<file path="config.mk">
export PLATFORM = sky130hd
export DESIGN_NAME = sine_table_arbiter
export DESIGN_NICKNAME = d
export VERILOG_FILES = /design/src/rtl/sine_table_arbiter.sv
export SDC_FILE = /design/constraint.sdc
export NUM_CORES = 1
export LEC_CHECK = 0
export BUFFER_PORTS_ARGS = -buffer_cell sky130_fd_sc_hd__buf_2
export CAP_MARGIN = 25
export CORE_MARGIN = 4
export CORE_UTILIZATION = 30
export DETAILED_ROUTE_END_ITERATION = 7
export HOLD_SLACK_MARGIN = 0.08
export SYNTH_ARGS = -nofsm -noshare
export SYNTH_HDL_FRONTEND = slang
export SYNTH_SLANG_ARGS = --single-unit
</file>
<file path="constraint.sdc">
create_clock -name i_Clock -period 4.75 [get_ports i_Clock]
set_input_delay 0.2375 -clock i_Clock [delete_from_list [all_inputs] [get_ports i_Clock]]
set_output_delay 0.2375 -clock i_Clock [all_outputs]
set_load 0.05 [all_outputs]
</file>
<file path="src/rtl/sine_table_arbiter.sv">
// -----------------------------------------------------------------------------
// sine_table_arbiter
//
// Arbitrates the single-port sine-table SPRAM between the waveform pipeline's
// per-cycle phase lookups and host sine-table writes. Host writes are queued in
// a small FIFO and committed on cycles where the pipeline issues no read. An
// age counter forces the head write through when reads never go idle.
//
// Ports:
//   i_Clock, i_Reset      clock, synchronous active-high reset
//   i_ReadRequest         pipeline lookup request this cycle
//   i_ReadAddress         lookup address
//   o_ReadValid           registered: o_ReadData holds last cycle's lookup
//   o_ReadDropped         registered: last cycle's request was preempted
//   o_ReadData            pass-through of i_RamDataOut
//   i_WriteValid          single-cycle host write strobe
//   i_WriteAddress/Data   host write address / data
//   o_WriteReady          FIFO not full
//   o_Pending             FIFO occupancy
//   o_Overflow            sticky: a strobe arrived while the FIFO was full
//   o_RamAddress/DataIn   SPRAM ADDRESS / DATAIN (combinational)
//   o_RamWriteEnable      SPRAM WREN (combinational)
//   o_RamMaskWrEn         SPRAM MASKWREN (all ones while writing)
//   i_RamDataOut          SPRAM DATAOUT
// -----------------------------------------------------------------------------
module sine_table_arbiter #(
    parameter int ADDR_WIDTH = 14,
    parameter int DATA_WIDTH = 16,
    parameter int FIFO_DEPTH = 4,
    parameter int MAX_WAIT   = 255
) (
    input  logic                          i_Clock,
    input  logic                          i_Reset,
    input  logic                          i_ReadRequest,
    input  logic [ADDR_WIDTH-1:0]         i_ReadAddress,
    output logic                          o_ReadValid,
    output logic                          o_ReadDropped,
    output logic [DATA_WIDTH-1:0]         o_ReadData,
    input  logic                          i_WriteValid,
    input  logic [ADDR_WIDTH-1:0]         i_WriteAddress,
    input  logic [DATA_WIDTH-1:0]         i_WriteData,
    output logic                          o_WriteReady,
    output logic [$clog2(FIFO_DEPTH):0]   o_Pending,
    output logic                          o_Overflow,
    output logic [ADDR_WIDTH-1:0]         o_RamAddress,
    output logic [DATA_WIDTH-1:0]         o_RamDataIn,
    output logic                          o_RamWriteEnable,
    output logic [3:0]                    o_RamMaskWrEn,
    input  logic [DATA_WIDTH-1:0]         i_RamDataOut
);

    localparam int IDX_W = $clog2(FIFO_DEPTH);
    localparam int PTR_W = IDX_W + 1;
    localparam int AGE_W = $clog2(MAX_WAIT + 1);

    localparam logic [AGE_W-1:0] AGE_LIMIT  = AGE_W'(MAX_WAIT);
    localparam logic [PTR_W-1:0] FULL_COUNT = PTR_W'(FIFO_DEPTH);

    typedef enum logic [1:0] {
        GRANT_IDLE,
        GRANT_READ,
        GRANT_WRITE,
        GRANT_FORCE
    } grant_e;

    typedef struct packed {
        logic [ADDR_WIDTH-1:0] addr;
        logic [DATA_WIDTH-1:0] data;
    } entry_t;

    // Write buffer storage and state
    entry_t             fifo_mem_q [FIFO_DEPTH];
    logic [PTR_W-1:0]   wr_ptr_q, wr_ptr_d;
    logic [PTR_W-1:0]   rd_ptr_q, rd_ptr_d;
    logic [AGE_W-1:0]   age_q, age_d;
    logic               read_valid_q, read_valid_d;
    logic               read_dropped_q, read_dropped_d;
    logic               overflow_q, overflow_d;

    logic [PTR_W-1:0]   occupancy;
    logic               fifo_empty;
    logic               fifo_full;
    logic               push;
    logic               pop;
    entry_t             head;
    entry_t             push_entry;
    grant_e             grant;

    // FIFO status. Pointers carry one extra wrap bit so that a full buffer
    // (difference == depth) is distinguishable from an empty one.
    always_comb begin
        occupancy  = wr_ptr_q - rd_ptr_q;
        fifo_empty = (occupancy == '0);
        fifo_full  = (occupancy == FULL_COUNT);
        head       = fifo_mem_q[rd_ptr_q[IDX_W-1:0]];
        push_entry = '{addr: i_WriteAddress, data: i_WriteData};
    end

    // Per-cycle grant. FORCE outranks the pipeline so a starving write always
    // lands within MAX_WAIT+1 cycles of reaching the head.
    always_comb begin
        grant = GRANT_IDLE;
        if (!fifo_empty && (age_q == AGE_LIMIT)) begin
            grant = GRANT_FORCE;
        end else if (i_ReadRequest) begin
            grant = GRANT_READ;
        end else if (!fifo_empty) begin
            grant = GRANT_WRITE;
        end
    end

    always_comb begin
        push = i_WriteValid && !fifo_full;
        pop  = (grant == GRANT_WRITE) || (grant == GRANT_FORCE);
    end

    // Next-state logic
    always_comb begin
        wr_ptr_d       = wr_ptr_q;
        rd_ptr_d       = rd_ptr_q;
        age_d          = age_q;
        overflow_d     = overflow_q;
        read_valid_d   = (grant == GRANT_READ);
        read_dropped_d = (grant == GRANT_FORCE) && i_ReadRequest;

        if (push) begin
            wr_ptr_d = wr_ptr_q + PTR_W'(1);
        end
        if (pop) begin
            rd_ptr_d = rd_ptr_q + PTR_W'(1);
        end
        if (i_WriteValid && fifo_full) begin
            overflow_d = 1'b1;
        end

        // Age tracks how long the current head has been waiting; it restarts
        // after every commit and stays at zero while nothing is queued.
        if (pop || fifo_empty) begin
            age_d = '0;
        end else if (age_q != AGE_LIMIT) begin
            age_d = age_q + AGE_W'(1);
        end
    end

    // NOTE: sequential state uses non-blocking assignments so every flop
    // samples the pre-edge value of its neighbours regardless of block order.
    always_ff @(posedge i_Clock) begin
        if (i_Reset) begin
            wr_ptr_q       <= '0;
            rd_ptr_q       <= '0;
            age_q          <= '0;
            overflow_q     <= 1'b0;
            read_valid_q   <= 1'b0;
            read_dropped_q <= 1'b0;
        end else begin
            wr_ptr_q       <= wr_ptr_d;
            rd_ptr_q       <= rd_ptr_d;
            age_q          <= age_d;
            overflow_q     <= overflow_d;
            read_valid_q   <= read_valid_d;
            read_dropped_q <= read_dropped_d;
        end
    end

    // NOTE: the buffer storage is deliberately not reset; entries are only
    // ever read between the pointers, which are reset, so stale contents are
    // unobservable and the array can map to plain registers or LUT RAM.
    always_ff @(posedge i_Clock) begin
        if (push) begin
            fifo_mem_q[wr_ptr_q[IDX_W-1:0]] <= push_entry;
        end
    end

    // RAM-side drive. The SPRAM captures these at the same edge our state
    // advances, so a commit here pairs with the head pop at that edge.
    always_comb begin
        o_RamAddress     = i_ReadAddress;
        o_RamDataIn      = head.data;
        o_RamWriteEnable = 1'b0;
        o_RamMaskWrEn    = 4'b0000;
        if (pop) begin
            o_RamAddress     = head.addr;
            o_RamWriteEnable = 1'b1;
            o_RamMaskWrEn    = 4'b1111;
        end
    end

    always_comb begin
        o_ReadValid   = read_valid_q;
        o_ReadDropped = read_dropped_q;
        o_ReadData    = i_RamDataOut;
        o_WriteReady  = !fifo_full;
        o_Pending     = occupancy;
        o_Overflow    = overflow_q;
    end

endmodule

</file>
## After elaboration in Yosys (flattened, before gate mapping)

Memory sizes are Yosys's and may differ from the RTL's. A register that Yosys moved wholly into a read port is not among the register bits.
Cells that the tools add are included.

| cells by class | value |
|---|---|
| add/subtract/negate cells | 4 |
| equality and inequality tests | 6 |
| muxes and demuxes | 10 |
| reduce and logical (&&, ||, !) cells | 10 |

Operators with widths:

| kind | count |
|---|---|
| $mux 14 | 1 |
| $mux 2 | 5 |
| $add 8x1->8 const B | 1 |
| $eq 8x8->1 const B | 1 |
| $ne 8x8->1 const B | 1 |
| $add 3x1->3 const B | 2 |
| $eq 2x2->1 const B | 2 |
| $logic_and 1x1->1 | 4 |
| $mux 4 | 1 |
| $eq 3x3->1 const B | 1 |
| $logic_not 3->1 | 1 |
| $mux 1 | 3 |
| $sub 3x3->3 | 1 |
| $eq 2x1->1 const B | 1 |
| $logic_not 1->1 | 2 |
| $logic_or 1x1->1 | 2 |
| $reduce_or 2->1 | 1 |

| word-level totals | value |
|---|---|
| register bits | 17 |
| bits in writable memories | 120 |
| output and inout port bits | 58 |
| word-level logic and storage cells | 37 |
| memories | 1 |

Memory list:

| memory | words | bits a word | read ports | clocked after Yosys merged registers in | write ports | line | text |
|---|---|---|---|---|---|---|---|
| fifo_mem_q | 4 | 30 | 1 | 1 | 1 | 72 | `entry_t fifo_mem_q [FIFO_DEPTH];` |

## Longest topological paths before layout

| depth | value |
|---|---|
| depth in word-level cells | 9 |
| mapped depth | 9 |
| depth with buffers taken out | 8 |

## Worst setup path before layout

No wires, ideal clock.

| path | value |
|---|---|
| path kind | flip-flop to flip-flop |
| start point | register wr_ptr_q[0] |
| end point | memory fifo_mem_q[3][0] (netlist name), enable pin |
| arrival time | 3.215 ns |
| required time | 4.320 ns |
| path slack | 1.105 ns |
| cell stages (with the launch flop) | 7 |
| period minus slack after synthesis | 3.645 ns |
| cell sequence | dfxtp_1 -> inv_1 -> ha_1 -> fa_1 -> xnor3_1 -> inv_1 -> a21oi_1 |

| on the way | value |
|---|---|
| longest elaborated chain between the ends | 6 |

RTL lines:

| element | line | text |
|---|---|---|
| start, declared | 73 | `logic [PTR_W-1:0] wr_ptr_q, wr_ptr_d;` |
| start signal, assigned | 156 | `wr_ptr_q <= wr_ptr_d;` |
| $sub 3x3->3 | 92 | `occupancy = wr_ptr_q - rd_ptr_q;` |
| named net o_Pending[2] | 43 | `output logic [$clog2(FIFO_DEPTH):0] o_Pending,` |
| $eq 3x3->1 | 94 | `fifo_full = (occupancy == FULL_COUNT);` |
| $logic_not 1->1 | 113 | `push = i_WriteValid && !fifo_full;` |
| $logic_and 1x1->1 | 113 |  |
| $mux 1 | 169 | `if (push) begin` |
| $mux 1 (implied by the code) | 170 | `fifo_mem_q[wr_ptr_q[IDX_W-1:0]] <= push_entry;` |
| end, declared | 72 |  |

The timed path passes the listed nets, and every way through them passes these cells.

## Worst setup path after layout

| path | value |
|---|---|
| start point | register wr_ptr_q[0] |
| end point | output port o_RamAddress[7] |

| on the way | value |
|---|---|
| longest elaborated chain between the ends | 8 |
| elaborated cells between the ends (all ways) | 11 |

RTL lines:

| element | line | text |
|---|---|---|
| $sub 3x3->3 * | 92 |  |
| $logic_not 3->1 * | 93 | `fifo_empty = (occupancy == '0);` |
| $mux 2 or $logic_not 1->1 (tied branches) | -- |  |
| $mux 2 or $logic_and 1x1->1 (tied branches) | 105, 103 |  |
| $mux 2 * | 103 | `if (!fifo_empty && (age_q == AGE_LIMIT)) begin` |
| $eq 2x2->1 | 114 | `pop = (grant == GRANT_WRITE) \|\| (grant == GRANT_FORCE);` |
| $logic_or 1x1->1 * | 114 |  |
| $mux 14 * | 181 | `if (pop) begin` |
| end, declared | 45 | `output logic [ADDR_WIDTH-1:0] o_RamAddress,` |

Mark *: on every way between the ends. The rest lies on a longest branch, timed or not.

==> impl_metrics.yaml <==
outcome:
  outcome: "complete, no violations"
detailed_routing:
  top_layer_used: "met4"
  wire_per_inst_microns: 16.9
  viasPerCell: 4.47
  wl_met1_microns: 4580
  drt_wl_total_microns: 10900
  initialDrtViolationCount: 160
  wl_met3_microns: 557
  drtPass1Iterations: 4
  vias: 2875
  met2_length_microns: 5570
  ant_nets: 0
  route.detailed.drc: 0
layout:
  n_fill_cell: 1687
  seq_area_sq_mm: 0.00399
  syn2layout_area_growth_pct: 25.4
  nNetsFinal: 473
  fin_util_pct: 38.5
  postLayoutCellArea_sq_mm: 0.00700
  multi_input_area_sq_mm: 0.00137
  drive_gt1_share_pct: 42.3
  fin_cells: 643
  n_antenna_cell: 0
timing:
  timing.final.crit_share_pct: 66.7
  fin_ws_ns: 1.58
  tightest_slew_ns: 0.852
  setup_viol: 0
  slew_headroom_pct: 43.2
  drv_slew: 0
  max_freq_mhz: 316
  hold_violations: 0
  setup_tns_ns: 0
  holdWs_ns: 0.130
  rsz0062_at_grt: "no"
  final.min_clock_period_ns: 3.17
  skew_ns: 0.0134
clocking:
  cts_buffers: 17
  clock-sinks: 139
  postCtsHoldBufs: 30
  cts_max_level: 4
  clk_pin_slew_ns: 0.06
  cts_tree: "done"
  root_buffer: "clkbuf_16"
  cts_resized: 0
  cts_setup_buffers: 0
  cts_buffer_depth: 2
  clk_latency_ns: 0.41
logic_synthesis:
  synth_cells: 290
  synthArstFlopShare_pct: 0
  synth-edff-count: 120
  ys.flop_type: "edfxtp_1"
  synth_area_leader_cell: "edfxtp_1"
  ys_types: 39
  ys_top_cells_by_area: "edfxtp_1, mux4_2, dfxtp_1"
  syn_nets: 362
  yosysWarnings: 0
  synth_commonest_cells: "edfxtp_1, mux4_2, buf_4"
  synth.top_cell.area_share_pct: 64.6
  ys_seq_area_share_pct: 71.4
  synth_seq_cells: 139
  synth.most_common_cell: "edfxtp_1"
  syn_avg_cell_area_sq_um: 19.2
  synthesis.area_sq_mm: 0.00558
placed_design:
  placed_cell_area_sq_mm: 0.00613
  preCtsSetupSlack_ns: 1.88
  numPortBuffers: 89
  place_congestion: 0.679
  placed_cells_incl_taps: 581
  hpwl_microns: 6910
pwr:
  power.total_mw: 4.66
  p_seq_share_pct: 35.3
  swShare_pct: 39.6
  internal_power_mw: 2.82
  power_switching_mw: 1.85
  combPwrFrac_pct: 38.0
  p_leak_nw: 2.47
  p_per_area_mw_per_mm2: 667
  power_frac_clock_pct: 26.6
  peakVddDrop_v: 0.000276
floorplan:
  ios: 122
  start_util_pct: 30.8
  core_sq_mm: 0.0181
  die_y_microns: 144
  die-area_sq_mm: 0.0208
  row_count: 49
  die_w_microns: 144
critical_path:
  setup.worst_path.end_class: "primary output"
  cpPeakStageDelay_ns: 0.47
  crit_cells: 8
  path_buf_inv: 2
  crit_chain: "inv_1, ha_1, fa_1, and2_1, nand2_2, and2_4, mux2_2, buf_2"
  ff2ff_setup_slack_ns: 1.92
  cp.arrival_ns: 2.93
  required_ns: 4.51
  start_kind: "flip-flop"
  path_max_fanout: 22
  slowest_stage: "fa_1"
  r2r_cells: 7
  cpLargestDelayFamily: "simple AND/OR/NAND/NOR gates"
  critPathKind: "flip-flop to primary output"
min_path:
  whs_path_depth: 2
  min_path_type: "input port to flip-flop"
global_routing:
  grt_overflow_total: 0
  grt_start_max_net_pins: 32
  grt_pass1_wl_microns: 16900
  track_usage_pct: 10.9
  antenna_found_initial: 0
  grt_pass1_vias: 3110
flow_run:
  drv_cap: 0
-- worst reg2reg max path: stages, from the launching register on --
cell and delay, ns:
dfxtp_1 0.39, inv_1 0.10, ha_1 0.22, fa_1 0.41
xnor3_1 0.28, inv_1 0.15, nand2_1 0.13, and3_2 0.76
-- sequential cells by signal, summed over array words and instances, names as in the netlist, named ones only --
name,cells
o_ReadDropped,1
o_Overflow,1
fifo_mem_q,120
o_ReadValid,1
wr_ptr_q,3
rd_ptr_q,3
age_q,8
-- worst paths after layout --
| path | start | end |
|---|---|---|
| min reg2reg | age_q[0] | age_q[0] |
| min | i_Reset | wr_ptr_q[2] |
| max | wr_ptr_q[0] | o_RamAddress[7] |
| max reg2reg | wr_ptr_q[0] | fifo_mem_q[1][26] |
-- kinds of logic (layout without fill, tap and decap cells) --
logic type | Yosys count | in the layout | share of synthesized area, %
compound gates | 14 | 14 | 1.64
xor+xnor | 9 | 9 | 1.66
simple gates | 40 | 40 | 3.61
buf+inv | 35 | 159 | 4.26
flops | 139 | 139 | 71.4
fa+ha+maj | 8 | 8 | 1.93
mux | 45 | 45 | 15.5
-- layout make-up --
class                   count  share of cell area [%]
clock inverters            15                    2.00
repair buffers            121                    10.9
multi-input cells         116                    19.6
well taps                 229                    4.10
flip-flops and latches    139                    57.0
inverters                   6                   0.322
clock buffers              17                    6.08
-- power groups by stage --
| stage | clock network [mW] | registers [mW] | logic (mW) |
|---|---|---|---|
| 2_1_floorplan | 0 | 1.60 | 1.55 |
| 3_3_place_gp | 0 | 1.67 | 1.77 |
| 3_5_place_dp | 0 | 1.68 | 1.78 |
| 4_1_cts | 1.27 | 1.66 | 1.81 |
| 5_1_grt | 1.33 | 1.68 | 1.89 |
| 6_report | 1.24 | 1.65 | 1.77 |
-- routing by layer --
metal / track usage [%] / up-vias
met5: 0 / -
met2: 18.5 / 83
met4: 4.42 / 0
met1: 13.1 / 1432
li1: - / 1343
met3: 3.01 / 17
-- layout by cell type (no fill, tap or decap), drive strengths merged, types with 3 or more instances in the layout --
master       instances
clkbuf              17
edfxtp             120
xor2                 3
nor2                13
mux4                30
o21ai                7
xnor2                5
inv                 11
clkinvlp             3
dlygate4sd3         30
clkinv               6
mux2                14
and3                 4
nand3                5
nand2                6
dfxtp               19
buf                 91
ha                   7
No activity file was read; power rests on OpenSTA's default activity.
